$ cat config.mk
export PLATFORM = sky130hd
export DESIGN_NAME = shift_rows_pipe
export DESIGN_NICKNAME = d
export VERILOG_FILES = /design/src/rtl/shift_rows_pkg.sv /design/src/rtl/shift_rows_perm.sv /design/src/rtl/shift_rows_pipe.sv
export SDC_FILE = /design/constraint.sdc
export NUM_CORES = 1
export LEC_CHECK = 0
export BUFFER_PORTS_ARGS = -buffer_cell sky130_fd_sc_hd__buf_2
export CAP_MARGIN = 20
export CORE_UTILIZATION = 54
export CTS_CLUSTER_DIAMETER = 40
export DETAILED_ROUTE_END_ITERATION = 12
export PLACE_DENSITY = 0.88
export REMOVE_ABC_BUFFERS = 1
export SETUP_SLACK_MARGIN = 0.4
export SYNTH_ARGS = -nofsm -noshare
export SYNTH_HDL_FRONTEND = slang
export SYNTH_SLANG_ARGS = --single-unit
$ cat constraint.sdc
create_clock -name clk -period 2.04 [get_ports clk]
set_input_delay 0.204 -clock clk [delete_from_list [all_inputs] [get_ports clk]]
set_output_delay 0.204 -clock clk [all_outputs]
set_load 0.005 [all_outputs]
$ cat src/rtl/shift_rows_pkg.sv
// Shared definitions for the ShiftRows pipeline: legal block sizes,
// per-row rotation amounts and the column-major byte numbering.
package shift_rows_pkg;

    // Block column counts the permutation is defined for.
    function automatic bit nb_legal(input int nb);
        return (nb == 4) || (nb == 6) || (nb == 8);
    endfunction

    // Row rotation amount: 0,1,2,3 for 4/6 columns, 0,1,3,4 for 8 columns.
    function automatic int row_off(input int nb, input int r);
        if ((nb == 8) && (r >= 2)) begin
            return r + 1;
        end
        return r;
    endfunction

    // Column-major byte number of (row, col); byte 0 sits at the MSB end.
    function automatic int byte_idx(input int r, input int c);
        return 4 * c + r;
    endfunction

endpackage

$ cat src/rtl/shift_rows_perm.sv
// Combinational (Inv)ShiftRows byte permutation for an NB-column block.
// Every output byte is a fixed 2:1 choice between its forward and inverse
// source byte, so the whole network is just wiring plus one mux per byte.
module shift_rows_perm
    import shift_rows_pkg::*;
#(
    parameter int NB = 4
) (
    input  logic [32*NB-1:0] data_in,
    input  logic             inv,
    output logic [32*NB-1:0] data_out
);

    localparam int W = 32 * NB;

    genvar gi;
    generate
        for (gi = 0; gi < 4 * NB; gi++) begin : g_byte
            localparam int R       = gi % 4;
            localparam int C       = gi / 4;
            localparam int OFF     = row_off(NB, R);
            localparam int FWD_C   = (C + OFF) % NB;
            localparam int INV_C   = (C - OFF + NB) % NB;
            localparam int DST     = W - 1 - 8 * byte_idx(R, C);
            localparam int FWD_SRC = W - 1 - 8 * byte_idx(R, FWD_C);
            localparam int INV_SRC = W - 1 - 8 * byte_idx(R, INV_C);

            assign data_out[DST -: 8] = inv ? data_in[INV_SRC -: 8]
                                            : data_in[FWD_SRC -: 8];
        end
    endgenerate

endmodule

$ cat src/rtl/shift_rows_pipe.sv
// One-cycle (Inv)ShiftRows stage with a valid/ready handshake on both
// sides. A main output register plus a single skid register lets in_ready
// be registered while still sustaining one block per cycle.
module shift_rows_pipe
    import shift_rows_pkg::*;
#(
    parameter int NB    = 4,
    parameter int CNT_W = 16
) (
    input  logic              clk,
    input  logic              rst_n,
    input  logic              in_valid,
    output logic              in_ready,
    input  logic [32*NB-1:0]  in_data,
    input  logic              in_inv,
    output logic              out_valid,
    input  logic              out_ready,
    output logic [32*NB-1:0]  out_data,
    output logic              out_inv,
    output logic [CNT_W-1:0]  blk_cnt
);

    localparam int W = 32 * NB;

    generate
        if (!nb_legal(NB)) begin : g_bad_nb
            $error("shift_rows_pipe: NB must be 4, 6 or 8");
        end
    endgenerate

    logic [W-1:0]     perm_data;
    logic [W-1:0]     main_data_reg, main_data_next;
    logic             main_inv_reg, main_inv_next;
    logic             main_valid_reg, main_valid_next;
    logic [W-1:0]     skid_data_reg, skid_data_next;
    logic             skid_inv_reg, skid_inv_next;
    logic             skid_valid_reg, skid_valid_next;
    logic             in_ready_reg, in_ready_next;
    logic [CNT_W-1:0] blk_cnt_reg, blk_cnt_next;
    logic             in_fire;
    logic             main_free;

    // Permute before registering so the result is ready one edge later.
    shift_rows_perm #(
        .NB(NB)
    ) u_perm (
        .data_in  (in_data),
        .inv      (in_inv),
        .data_out (perm_data)
    );

    // Next-state: the skid entry always refills main ahead of new input;
    // new input lands in skid only while main is stalled.
    always_comb begin
        main_data_next  = main_data_reg;
        main_inv_next   = main_inv_reg;
        main_valid_next = main_valid_reg;
        skid_data_next  = skid_data_reg;
        skid_inv_next   = skid_inv_reg;
        skid_valid_next = skid_valid_reg;
        in_fire         = in_valid && in_ready_reg;
        main_free       = !main_valid_reg || out_ready;

        if (main_free) begin
            if (skid_valid_reg) begin
                main_data_next  = skid_data_reg;
                main_inv_next   = skid_inv_reg;
                main_valid_next = 1'b1;
                skid_valid_next = 1'b0;
            end else if (in_fire) begin
                main_data_next  = perm_data;
                main_inv_next   = in_inv;
                main_valid_next = 1'b1;
            end else begin
                main_valid_next = 1'b0;
            end
        end else if (in_fire) begin
            skid_data_next  = perm_data;
            skid_inv_next   = in_inv;
            skid_valid_next = 1'b1;
        end

        in_ready_next = !skid_valid_next;
        blk_cnt_next  = in_fire ? blk_cnt_reg + CNT_W'(1) : blk_cnt_reg;
    end

    // State registers; reset clears both stages and holds off input.
    always_ff @(posedge clk or negedge rst_n) begin
        if (!rst_n) begin
            main_data_reg  <= '0;
            main_inv_reg   <= 1'b0;
            main_valid_reg <= 1'b0;
            skid_data_reg  <= '0;
            skid_inv_reg   <= 1'b0;
            skid_valid_reg <= 1'b0;
            in_ready_reg   <= 1'b0;
            blk_cnt_reg    <= '0;
        end else begin
            main_data_reg  <= main_data_next;
            main_inv_reg   <= main_inv_next;
            main_valid_reg <= main_valid_next;
            skid_data_reg  <= skid_data_next;
            skid_inv_reg   <= skid_inv_next;
            skid_valid_reg <= skid_valid_next;
            in_ready_reg   <= in_ready_next;
            blk_cnt_reg    <= blk_cnt_next;
        end
    end

    assign in_ready  = in_ready_reg;
    assign out_valid = main_valid_reg;
    assign out_data  = main_data_reg;
    assign out_inv   = main_inv_reg;
    assign blk_cnt   = blk_cnt_reg;

endmodule
==> results of run 1 <==
## power by group through the flow
stage,Clock [W],Sequential [W],Combinational [W]
2_1_floorplan,0,0.00794,0.00182
3_3_place_gp,0,0.00783,0.00343
3_5_place_dp,0,0.00793,0.00363
4_1_cts,0.00650,0.00788,0.00375
5_1_grt,0.00677,0.00809,0.00435
6_report,0.00646,0.00794,0.00391
## timing repair
item / CTS / global route
gates cloned: 0 / 5
setup buffers: 0 / 4
resized for setup: 3 / 10
hold buffers: 64 / 0
endpoints found under the setup margin: 189 / 162
endpoints found under the hold margin: 136 / 0
pin swaps: 0 / 2
## area by class of cell
cell class                 instances  area (um2)
timing repair buffer             377        2560
clock inverter                    23         273
clock buffer                      41         961
fill                            1406        6100
sequential                       277        6940
multi-input combinational        755        4640
inverter                           2        7.51
tap                              280         350
## layer usage
metal	routed length [um]	share of wire [%]	global-route usage [%]	vias to the layer above
li1	-	-	-	4505
met2	16200	50	46.2	368
met1	12500	39	31.6	4755
met4	907	2.8	10.3	2
met3	2610	8.1	7.50	81
met5	13	0.040	0	-
## final timing paths
kind,startpoint,endpoint
setup / recovery,skid_valid_reg,out_data[9]
hold / removal,in_data[94],skid_data_reg[94]
setup reg to reg,skid_valid_reg,out_data[9]
hold reg to reg,out_data[67],out_data[67]
max in group asynchronous,rst_n,out_data[78]
min in group asynchronous,rst_n,out_data[115]
## cell usage in the layout (no fill, tap or decap), drive strengths merged
master,count
nand2b,1
xor2,2
mux2,66
xnor2,13
nor2b,1
nand3,4
buf,310
mux2i,129
o21ai,195
nand4,5
and2,2
clkbuf,44
and3,2
nand2,200
bufinv,4
nor3,1
clkinv,10
clkinvlp,5
dlygate4sd3,64
a21oi,64
and4,3
ha,1
nor2,66
dfrtp,277
inv,6
## cells in the mapped netlist
cell type / number
buf_6: 14
o21ai_0: 153
xnor2_1: 13
o21ai_1: 41
ha_1: 1
clkbuf_2: 7
inv_1: 2
buf_2: 24
nand2b_1: 1
xor2_1: 2
mux2i_1: 129
a21oi_1: 64
clkbuf_1: 22
mux2_2: 66
and4_1: 3
and2_1: 2
nor2_1: 66
nand4_1: 5
nand2_2: 1
buf_4: 11
dfrtp_1: 277
o21ai_4: 1
nand2_1: 198
nor2b_1: 1
nor3_1: 1
nand3_1: 4
buf_1: 2
and3_1: 2
## kinds of logic (layout without fill, tap and decap cells)
group / count (synthesis) / after routing
buf+inv: 82 / 443
fa+ha+maj: 1 / 1
flops: 277 / 277
simple gates: 284 / 285
xor+xnor: 15 / 15
compound gates: 259 / 259
mux: 195 / 195
## worst register-to-register path, cell delays in order, from the launching register on
cell,delay (ns)
dfrtp_4,0.46
buf_12,0.36
mux2i_1,0.54
o21ai_0,0.17
## stage by stage
step           TNS (ns)  utilization, %  total power [W]  hold WS, ns  cells
2_1_floorplan   -870.18               -          0.00976      -0.0916   1033
3_3_place_gp          0            62.7           0.0113        0.191   1618
3_5_place_dp          0            62.7           0.0116        0.196   1618
4_1_cts               0            71.3           0.0181      0.00364   1746
5_1_grt               0            72.1           0.0192       0.0175   1755
6_report              0            72.1           0.0183       0.0443   1755
==> impl_results.md, run 1 <==
* Simple-gate share of the synthesized area at 9.29%
* All-Layer GR Usage at 26.8%
* First-pass iteration count of the detailed router at 5
* Gr ovfl total at 0
* Area fraction of the dominant cell type after synthesis at 57.6%
* Crit-path max FO at ~90
* Total number of vias at a little under 10000
* CTS tree: yes
* # setup viols final at 0
* Die width at 151 um
* Detailed placer's ending HPWL at around 19000 um
* CTS root buf: clkbuf_16
* Main area contributors after synthesis: dfrtp_1 (58%), mux2i_1 (11%), o21ai_0 (6.4%)
* Critical-path cell list: buf_12 -> mux2i_1 -> o21ai_0
* Share of layout cells above drive strength 1 at 30.3%
* DRT antenna net count at 0
* Largest area contributor in the netlist: dfrtp_1
* Critical path depth at 3
* Final Max Slew Viols at 0
* Largest family of logic cells by synthesized area: multiplexers
* Fmax at 603 MHz
* # rows at 54
* Ant. Diodes at 0
* RSZ-0062 raised after global routing: no
* First-pass GRT wire length at 48300 um
* Clock slew at reported path FFs at 0.06 ns
* Pint at approximately 0.013 W
* Fin area at 15700 um2
* CP startpoint kind: flip-flop
* CP max stage delay at between 0.4 and 0.5 ns
* WP buf/inv at 1
* Sink Count at between 200 and 300
* Mean Syn Cell Area at 10.8 um2
* Period utilization at 81.2%
* Clk buf depth at 3
* Slew HR at between 60% and 70%
* Arr. time, crit path at 2.02 ns
* Combinational fraction of design power at 21.4%
* H-tree depth at 2
* Area share of fa/ha/maj cells after synthesis at 0.104%
* Hold depth at 2
* Ys Warns at 0
* Initial DRC Count at 472
* Placed cell areas at 13700 um2
* Die area at 22900 um2
* Place WS at 0.249 ns
* Sequential power share at 43.4%
* P per Cell Area at approximately 1200 nW/um2
* CP Capture Type: flip-flop
* Largest net degree at the start of global routing at 119
* Post-Syn Area at 12000 um2
* CORE AREA at roughly 22000 um2
* R2r setup slk at 0.38 ns
* Sw Share at a little under a third
* Final WL at about 32000 um
* Compound-Gate Fraction of Synth Area at 10.9%
* GP Congestion at 0.794
* Height of the die at 151 um
* Peak VDD IR at 0.938 mV
* Worst Reg-to-Reg Cells at 3
* Worst clock skew at 0.0134 ns
* LEAKAGE at 7.65 nW
* Top-level I/O count at 280
* WS Path Type: reg2reg
* Final hold violation count at 0
* #FFs+latches synth at 277
* Slew of the pin with the lowest slew margin at 0.582 ns
* Vias in the first global route at around 9700
* Xor-xnor portion of the synthesized cell area at roughly 1.1%
* CP delay by family, top: flip-flops
* Worst-skew pair later-pin latency at 0.49 ns
* Synth cell types at 28
* Outcome: finished, final reports clean
* Worst Path Required at 2.40 ns
* Initial Util at a little under three fifths
* Final min period at between 1.5 and 2 ns
* Portion of total power attributed to the clock network at 35.3%
* Sw power at ~0.0055 W
* Post-synthesis mux area share at 16.9%
* P&R area growth vs syn at 30.7%
* Max Cap Viol at 0
* # DRC at 0
* Num CTS Buffers at 37
* Initial antenna violation count at 1
* PnR worst setup slack at 0.383 ns
* Synth Instances at ~1100
* Drt wl/cell at 18.3 um
* Sequential area share after synthesis at 57.6%
* IO buf count at about 280
* CP max stage cell: dfrtp_4
* Via density at 5.53
* Final layout net count at 1584
* Hold Crit Class: in2reg
No activity file was read; power rests on OpenSTA's default activity.
==> run 2, diff against run 1 <==
- CORE_UTILIZATION: 54 -> 49
- PLACE_DENSITY: 0.88 -> 0.85
- clock period: 2.04 -> 1.4 ns (I/O delays scaled with it)
==> impl_results.md, run 2 (synthesis gave the netlist of run 1 again) <==
* Worst-skew pair later-pin latency at approximately 0.5 ns
* # DRC at 0
* Worst Reg-to-Reg Cells at 6
* GP Congestion at 0.807
* Outcome: finished with violations
* Arr. time, crit path at 1.91 ns
* Worst Path Required at 1.81 ns
* Fmax at around 660 MHz
* Max Cap Viol at 0
* First-pass iteration count of the detailed router at 5
* Commonest non-fill, non-tap cell in the layout: buf_2
* Initial DRC Count at 565
* Slew of the pin with the lowest slew margin at 0.452 ns
* CP delay by family, top: flip-flops
* WP buf/inv at 2
* Height of the die at 159 um
* Drt wl/cell at 19.6 um
* Clk buf depth at 3
* Inst Count DP at 1711
* CORE AREA at around 24000 um2
* Total number of vias at 10660
* Sink Count at 277
* Final Max Slew Viols at 0
* Ant. Diodes at 0
* # rows at 56
* CP max stage cell: dfrtp_1
* Slew HR at 69.9%
* LEAKAGE at 8.42 nW
* Critical-path cell list: and2_4 -> o21ai_4 -> buf_12 -> buf_12 -> nand2_1 -> o21ai_0
* Peak VDD IR at 1.21 mV
* Via density at between 5 and 6
* Vias in the first global route at 11170
* Hold Crit Class: in2reg
* IO buf count at 279
* Hold depth at 3
* DRT antenna net count at 0
* Failing checks: negative hold slack, negative setup slack
* Reg2reg end: out_data[7]
* WS Path Type: reg2reg
* Hold_sp: in_data[83]
* Die width at around 160 um
* CP max stage delay at 0.38 ns
* Final TNS setup at -3.05 ns
* Final hold violation count at 1
* All-Layer GR Usage at 28.9%
* H-tree depth at 2
* Top-level I/O count at 280
* Reg-to-Reg Start: in_ready
* CTS tree: yes
* Most frequent cells in the layout: buf_2 (277), dfrtp_1 (276), nand2_1 (160)
* Final min period at between 1.5 and 2 ns
* RSZ-0062 raised after global routing: yes
* Final WL at 37500 um
* Non-Filler Instances at around 1900
* Detailed placer's ending HPWL at 20600 um
* Final layout net count at 1701
* Post-layout util at around 73%
* Crit-path max FO at 24
* Initial Util at 50.6%
* Min Hold Slack at -0.0110 ns
* Initial antenna violation count at 0
* Largest net degree at the start of global routing at 55
* P per Cell Area at 1640 nW/um2
* First-pass GRT wire length at 56200 um
* P&R area growth vs syn at 45.0%
* R2r setup slk at -0.11 ns
* Clock slew at reported path FFs at 0.06 ns
* # setup viols final at 116
* Num CTS Buffers at 38
* PnR worst setup slack at -0.106 ns
* CP Capture Type: flip-flop
* Period utilization at 108%
* Hold Path Sink: skid_data_reg[115]
* Share of layout cells above drive strength 1 at 36.7%
* Most used cell, CP: buf_12
* CP startpoint kind: flip-flop
* Worst clock skew at 0.0107 ns
* CTS root buf: clkbuf_16
* Place WS at -0.181 ns
* Die area at approximately 25000 um2
* Gr ovfl total at 0
[run 2: cell count changes in the layout (fill, tap and decap cells not counted), moves of 25 or more]
cell / delta
o21ai_2: +25
o21ai_1: +38
o21ai_0: -63
nand2_2: +33
nand2_1: -38
dlygate4sd3_1: +56
[run 2: timing repair]
item                       CTS  global route
setup endpoints to repair  424           424
hold buffers               118             2
pin swaps                   23             9
cloned                       4             3
resized for setup           91            99
setup buffers                5             3
hold endpoints to repair   447             1
[run 2: final cells by class]
type	instances	area [um2]
Clock buffer	48	1090
Clock inverter	21	205
Fill cell	1406	6310
Inverter	2	7.51
Multi-Input combinational cell	755	4900
Sequential cell	277	6940
Tap cell	319	399
Timing Repair Buffer	493	3900
[run 2: worst max-delay path by stage]
stage                         startpoint           endpoint  slack [ns]  cells after the start
final                           in_ready        out_data[7]       -0.11                      6
after CTS                      out_valid  skid_data_reg[89]       -0.04                      4
after global placement         out_valid  skid_data_reg[21]       -0.09                      6
after global routing            in_ready       out_data[93]       -0.18                      6
after floorplan           skid_valid_reg        out_data[0]       -6.48                      3
after detailed placement       out_valid  skid_data_reg[85]       -0.18                      6
[run 2: tightest hold or removal path, stage by stage]
cell	delay (ns)
buf_2	0.09
mux2i_1	0.10
o21ai_1	0.13
[run 2: power by group]
group	switching (W)	total, W	internal (W)
logic	0.00361	0.00706	0.00345
registers	0.00149	0.0117	0.0102
clock network	0.00384	0.00984	0.00599
total	0.00894	0.0286	0.0196
[run 2: through the flow]
stage               instance area, um2  hold slack [ns]  total power, W
floorplan                        11500           -0.156          0.0142
global placement                 14300           0.0964          0.0169
detailed placement               14300           0.0969          0.0173
CTS                              17100          -0.0213          0.0278
global route                     17400           0.0254          0.0298
finish                           17400          -0.0110          0.0286
[run 2: layer usage]
metal  routed length (um)  vias to the layer above  GRT usage [%]
met5                    0                        -              0
li1                     -                     4736              -
met4                 1830                        0           15.3
met3                 2700                      148           6.42
met2                19600                      538           51.9
met1                13400                     5238           31.8
